## config.mk

```make
export PLATFORM = sky130hd
export DESIGN_NAME = start_sequencer
export DESIGN_NICKNAME = d
export VERILOG_FILES = /design/src/rtl/start_sequencer.sv
export SDC_FILE = /design/constraint.sdc
export NUM_CORES = 1
export LEC_CHECK = 0
export BUFFER_PORTS_ARGS = -buffer_cell sky130_fd_sc_hd__clkbuf_2
export CORE_ASPECT_RATIO = 1.2
export CORE_MARGIN = 2
export CORE_UTILIZATION = 50
export DETAILED_ROUTE_END_ITERATION = 10
export PLACE_DENSITY_LB_ADDON = 0.15
export SYNTH_ARGS = -nofsm -noshare
export SYNTH_HDL_FRONTEND = slang
export SYNTH_SLANG_ARGS = --single-unit
```

## constraint.sdc

```tcl
create_clock -name clk -period 3.05 [get_ports clk]
set_input_delay 0.1525 -clock clk [delete_from_list [all_inputs] [get_ports clk]]
set_output_delay 0.1525 -clock clk [all_outputs]
set_load 0.05 [all_outputs]
```

## src/rtl/start_sequencer.sv

```systemverilog
`default_nettype none
// ============================================================================
//  Module   : start_sequencer
//  Purpose  : Turns debounced start-button presses into one start handshake
//             each toward the processing core. Queues presses while the core
//             is busy and holds a done indication for a fixed display time.
//  Options  : START_SEQ_TIMEOUT_EN - builds a WAIT_DONE watchdog that sets
//             timeout_o and returns to IDLE if core_done never arrives.
//  Revision : 1.0 - initial release
// ============================================================================
module start_sequencer #(
  parameter int unsigned PEND_MAX       = 3,
  parameter int unsigned HOLD_CYCLES    = 50_000_000,
  parameter int unsigned TIMEOUT_CYCLES = 1_000_000
) (
  input  logic       clk,
  input  logic       rst,
  input  logic       db_in,
  input  logic       core_ready,
  input  logic       core_done,
  input  logic       clr_err,
  output logic       start_o,
  output logic       busy_o,
  output logic       done_o,
  output logic [3:0] pend_o,
  output logic [7:0] launches_o,
  output logic       ovf_o,
  output logic       timeout_o
);

  localparam logic [1:0] S_IDLE      = 2'd0;
  localparam logic [1:0] S_LAUNCH    = 2'd1;
  localparam logic [1:0] S_WAIT_DONE = 2'd2;
  localparam logic [1:0] S_HOLD      = 2'd3;

  // Hold counter is sized to reach HOLD_CYCLES-1; a single bit covers HOLD_CYCLES=1.
  localparam int unsigned  c_HOLD_W    = (HOLD_CYCLES > 1) ? $clog2(HOLD_CYCLES) : 1;
  localparam logic [c_HOLD_W-1:0] c_HOLD_LOAD = c_HOLD_W'(HOLD_CYCLES - 1);
  localparam logic [3:0]   c_PEND_MAX  = 4'(PEND_MAX);

  logic [1:0]          r_state;
  logic [1:0]          w_next_state;
  logic                r_db_q;
  logic [3:0]          r_pend;
  logic [7:0]          r_launches;
  logic                r_ovf;
  logic                r_timeout;
  logic [c_HOLD_W-1:0] r_hold;
  logic                w_press;
  logic                w_accept;
  logic                w_full;
  logic                w_wd_expire;

  assign w_press  = db_in & ~r_db_q;
  assign w_accept = (r_state == S_LAUNCH) & core_ready;
  assign w_full   = (r_pend >= c_PEND_MAX);

`ifdef START_SEQ_TIMEOUT_EN
  localparam int unsigned c_WD_W = $clog2(TIMEOUT_CYCLES);
  localparam logic [c_WD_W-1:0] c_WD_LAST = c_WD_W'(TIMEOUT_CYCLES - 1);

  logic [c_WD_W-1:0] r_wd;

  assign w_wd_expire = (r_state == S_WAIT_DONE) & ~core_done & (r_wd == c_WD_LAST);

  // Watchdog: counts cycles in WAIT_DONE, held at zero elsewhere so each entry starts fresh
  always_ff @(posedge clk) begin
    if (rst) begin
      r_wd <= '0;
    end else if (r_state != S_WAIT_DONE || core_done || w_wd_expire) begin
      r_wd <= '0;
    end else begin
      r_wd <= r_wd + 1'b1;
    end
  end
`else
  assign w_wd_expire = 1'b0;
`endif

  // State register
  always_ff @(posedge clk) begin
    if (rst) begin
      r_state <= S_IDLE;
    end else begin
      r_state <= w_next_state;
    end
  end

  // Next-state logic
  always_comb begin
    w_next_state = r_state;
    case (r_state)
      S_IDLE: begin
        if (r_pend != 4'd0) w_next_state = S_LAUNCH;
      end
      S_LAUNCH: begin
        if (core_ready) w_next_state = S_WAIT_DONE;
      end
      S_WAIT_DONE: begin
        if (core_done)        w_next_state = S_HOLD;
        else if (w_wd_expire) w_next_state = S_IDLE;
      end
      S_HOLD: begin
        if (r_hold == '0) w_next_state = (r_pend != 4'd0) ? S_LAUNCH : S_IDLE;
      end
      default: w_next_state = S_IDLE;
    endcase
  end

  // Moore outputs decoded from the state register
  always_comb begin
    start_o = (r_state == S_LAUNCH);
    busy_o  = (r_state != S_IDLE);
    done_o  = (r_state == S_HOLD);
  end

  // Button edge register for press detection
  always_ff @(posedge clk) begin
    if (rst) r_db_q <= 1'b0;
    else     r_db_q <= db_in;
  end

  // Press queue: a simultaneous press and accept cancel and never overflow
  always_ff @(posedge clk) begin
    if (rst) begin
      r_pend <= 4'd0;
    end else if (w_press && !w_accept && !w_full) begin
      r_pend <= r_pend + 4'd1;
    end else if (w_accept && !w_press) begin
      r_pend <= r_pend - 4'd1;
    end
  end

  // Accepted-start counter, free-running wrap
  always_ff @(posedge clk) begin
    if (rst)           r_launches <= 8'd0;
    else if (w_accept) r_launches <= r_launches + 8'd1;
  end

  // Done-display counter: loaded on completion, counts down through HOLD
  always_ff @(posedge clk) begin
    if (rst) begin
      r_hold <= '0;
    end else if (r_state == S_WAIT_DONE && core_done) begin
      r_hold <= c_HOLD_LOAD;
    end else if (r_state == S_HOLD && r_hold != '0) begin
      r_hold <= r_hold - 1'b1;
    end
  end

  // Sticky error flags; a set event takes priority over a clear in the same cycle
  always_ff @(posedge clk) begin
    if (rst) begin
      r_ovf     <= 1'b0;
      r_timeout <= 1'b0;
    end else begin
      if (w_press && !w_accept && w_full) r_ovf <= 1'b1;
      else if (clr_err)                   r_ovf <= 1'b0;
      if (w_wd_expire)                    r_timeout <= 1'b1;
      else if (clr_err)                   r_timeout <= 1'b0;
    end
  end

  assign pend_o     = r_pend;
  assign launches_o = r_launches;
  assign ovf_o      = r_ovf;
  assign timeout_o  = r_timeout;

endmodule
`default_nettype wire

```

==> results by group <==
Clock tree
  – CTS buffer count: 5
  – CTS Sinks: 42
  – H-tree levels: 2
  – Clk_lat worst skew: 0.29 ns
  – PostCTS Resize Cnt: 0
  – Post-CTS Hold Fix Bufs: 0
  – Root Buffer: clkbuf_8
  – CTS tree: yes
  – Clk pin slew, worst setup/hold paths: 0.08 ns
  – Post-CTS Setup Repair Bufs: 0
  – Clock buffer depth: 2

Synth
  – Synth async-reset ratio: 0
  – Count of different cell masters after synthesis: 51
  – Register area share after synthesis: 0.374
  – Post-Synthesis Cells: 250
  – Post-synth EDFFs: 0
  – Syn Nets: 265
  – Post-synth top flop: dfxtp_1
  – Syn. warnings: 0
  – Mapped Area: 2250 µm²
  – Mean Syn Cell Area: 8.99 µm²
  – #FFs+latches synth: 42

Setup path
  – Critical Path Fanout Max: 8
  – Critical Setup Path Class: reg -> reg
  – R2R Setup Slk: 0.61 ns
  – R2R Path End: pend_o[3]
  – Worst r2r src: r_state[1]
  – CP Capture Type: register
  – WP data required: 3.22 ns
  – Worst setup path startpoint: r_state[1]
  – Worst setup SP type: register
  – WP data arrival: 2.61 ns
  – Reg2Reg Depth: 11

Pwr
  – Seq pwr share: 0.306
  – Static Leak: 0.985 nW
  – Internal power: 1.37 mW
  – Sw Share: 0.464
  – Clock share of power: 0.162
  – Logic gate share of total power: 0.532
  – Worst VDD drop: 0.669 mV
  – Switching power: 1.18 mW
  – PwrDens: 1030 nW/µm²
  – Design Power: 2.55 mW

Global route
  – Total GRT Usage: 0.195
  – Initial antenna violation count: 0
  – GR Overflow Total: 0
  – Vias in the first global route: 1781
  – First-pass GRT wire length: 7850 µm
  – Largest net degree at the start of global routing: 36

STA
  – Final setup violation count: 0
  – Tcrit/Tclk final: 0.801
  – Slew Limit Fails: 0
  – Hold Fails Final Rpt: 0
  – TNS Setup: 0 ns
  – Clk_skew: 0.00845 ns
  – Slew HR: 0.659
  – Worst slew pin tran: 0.499 ns
  – Top achievable clock speed: 409 MHz
  – RSZ-0062 raised after global routing: no
  – Final worst path period need: 2.44 ns

Route
  – Vias: 1797
  – Wire per inst: 13.4 µm
  – Number of iterations in the first detailed-routing pass: 4
  – Total wire length: 4380 µm
  – Post-route ant nets: 0
  – Number of DRC markers in iteration 0: 122
  – # DRC: 0
  – Via density per instance: 5.51

Place
  – I/O Buffers: 21
  – DP Wirelength: 2990 µm
  – Area after DPL: 2370 µm²
  – Placed cells: 318
  – Gpl congestion: 0.774

Min path
  – Hold path endpoint: r_db_q
  – Worst hold path stage count: 2
  – Hold_sp: db_in
  – Hold crit path type: in -> reg

Floorplan
  – Die W: 65.2 µm
  – Core Area: 4290 µm²
  – Site Rows: 26
  – Die ar.: 5050 µm²
  – DIE HEIGHT: 77.5 µm
  – Initial core utilization: 0.524
  – Boundary pin count: 23

Cells and area
  – Finished Core Util: 0.578
  – Ratio of cells with drive above 1 in the final layout: 0.178
  – Post-route cell area: 2480 µm²
  – Register area: 841 µm²
  – Cell Count, Final, Fillers Out: 326
  – Fillers: 404
  – Multi-input logic area: 1290 µm²
  – Final #Nets: 284
  – Synth-to-Final Area Change: 10.3%
  – Ant. Diodes: 0

Run status
  – Outcome: finished, final reports clean

Job
  – Max Cap Viol: 0
-- registers in the layout (all words and copies together), names as in the netlist --
name and cells:
launches_o 8, ovf_o 1, pend_o 4, r_db_q 1, r_hold 26, r_state 2
-- power groups by stage --
stage / Clock [mW] / Sequential, mW / Combinational [mW]
after detailed placement: 0 / 0.793 / 1.35
after CTS: 0.428 / 0.781 / 1.36
after global routing: 0.452 / 0.802 / 1.51
after global placement: 0 / 0.793 / 1.34
after floorplan: 0 / 0.874 / 1.02
final: 0.414 / 0.781 / 1.36
-- layer usage --
metal,track usage,part of all wire,vias up
met3,0.0391,0.035,9
met5,0,0,-
met2,0.318,0.48,33
li1,-,-,933
met4,0.0938,0.022,0
met1,0.241,0.46,822
-- critical path, cell delays in order, from the launching register on --
cell,delay (ns)
dfxtp_1,0.38
inv_1,0.09
ha_1,0.21
and2_1,0.23
nor3_1,0.32
inv_1,0.15
ha_1,0.30
a21o_1,0.17
a21oi_1,0.13
o21ai_0,0.12
xnor2_1,0.17
nor2_1,0.05
-- metrics by stage --
step | hold slack, ns | setup slack (ns)
6_report | 0.0952 | 0.607
5_1_grt | 0.111 | 0.332
4_1_cts | 0.0905 | 0.587
3_5_place_dp | 0.394 | 0.588
3_3_place_gp | 0.385 | 0.706
2_1_floorplan | 0.281 | 0.474
-- layout make-up --
cell class	count	share of cell area
Clock buffer	8	0.0444
Inverter	9	0.0136
Multi-Input combinational cell	186	0.520
Sequential cell	42	0.339
Tap cell	56	0.0283
Timing Repair Buffer	25	0.0545
-- cell families after synthesis --
group	count (synthesis)	synth area share
and+or+nand+nor	94	0.243
other	1	0.00167
xor gates and xnor gates	27	0.105
buffers and inverters	22	0.0523
AOI/OAI and AO/OA	50	0.148
adders and majority gates	9	0.0534
DFF	42	0.374
muxes	5	0.0228
-- layout by cell type (no fill, tap or decap), drive strengths merged, types with 2 or more instances in the layout --
| cell | n |
|---|---|
| nor2 | 31 |
| buf | 4 |
| o211ai | 6 |
| nand3 | 6 |
| nand3b | 2 |
| nand4 | 4 |
| and2 | 4 |
| dfxtp | 42 |
| nand2b | 5 |
| o31ai | 6 |
| or2 | 2 |
| a21oi | 16 |
| o21ai | 6 |
| nor3 | 4 |
| nor2b | 2 |
| or4 | 10 |
| a2111oi | 2 |
| inv | 9 |
| and3 | 3 |
| a31oi | 7 |
| ha | 8 |
| mux2i | 4 |
| a211oi | 3 |
| xor2 | 16 |
| or3 | 3 |
| and4 | 2 |
| clkbuf | 29 |
| nand2 | 7 |
| nor4 | 5 |
| xnor2 | 11 |
-- worst max-delay path by stage --
stage / slack [ns] / to / depth (start not counted)
floorplan: 0.47 / pend_o[3] / 12
global placement: 0.71 / pend_o[3] / 11
detailed placement: 0.59 / pend_o[3] / 11
CTS: 0.59 / pend_o[3] / 11
global route: 0.33 / pend_o[3] / 11
finish: 0.61 / pend_o[3] / 11
-- Yosys cell counts (3+ instances only) --
cell / number / share of area
o31ai_1: 6 / 0.020
nor2_1: 31 / 0.052
and2_1: 4 / 0.011
a31oi_1: 7 / 0.019
a21oi_1: 16 / 0.036
o211ai_1: 6 / 0.020
nand2b_1: 5 / 0.014
nand2_1: 7 / 0.012
nor3_1: 4 / 0.0089
mux2i_1: 4 / 0.018
nand4_1: 4 / 0.011
dfxtp_1: 42 / 0.37
nor4_1: 3 / 0.0083
xnor2_1: 11 / 0.043
o21ai_0: 4 / 0.0089
clkbuf_1: 6 / 0.010
xor2_1: 16 / 0.062
buf_6: 3 / 0.015
or4_2: 5 / 0.019
inv_1: 9 / 0.015
or4_1: 5 / 0.017
a211oi_1: 3 / 0.010
ha_1: 8 / 0.045
nand3_1: 6 / 0.013
(Power assumes the default switching activity.)
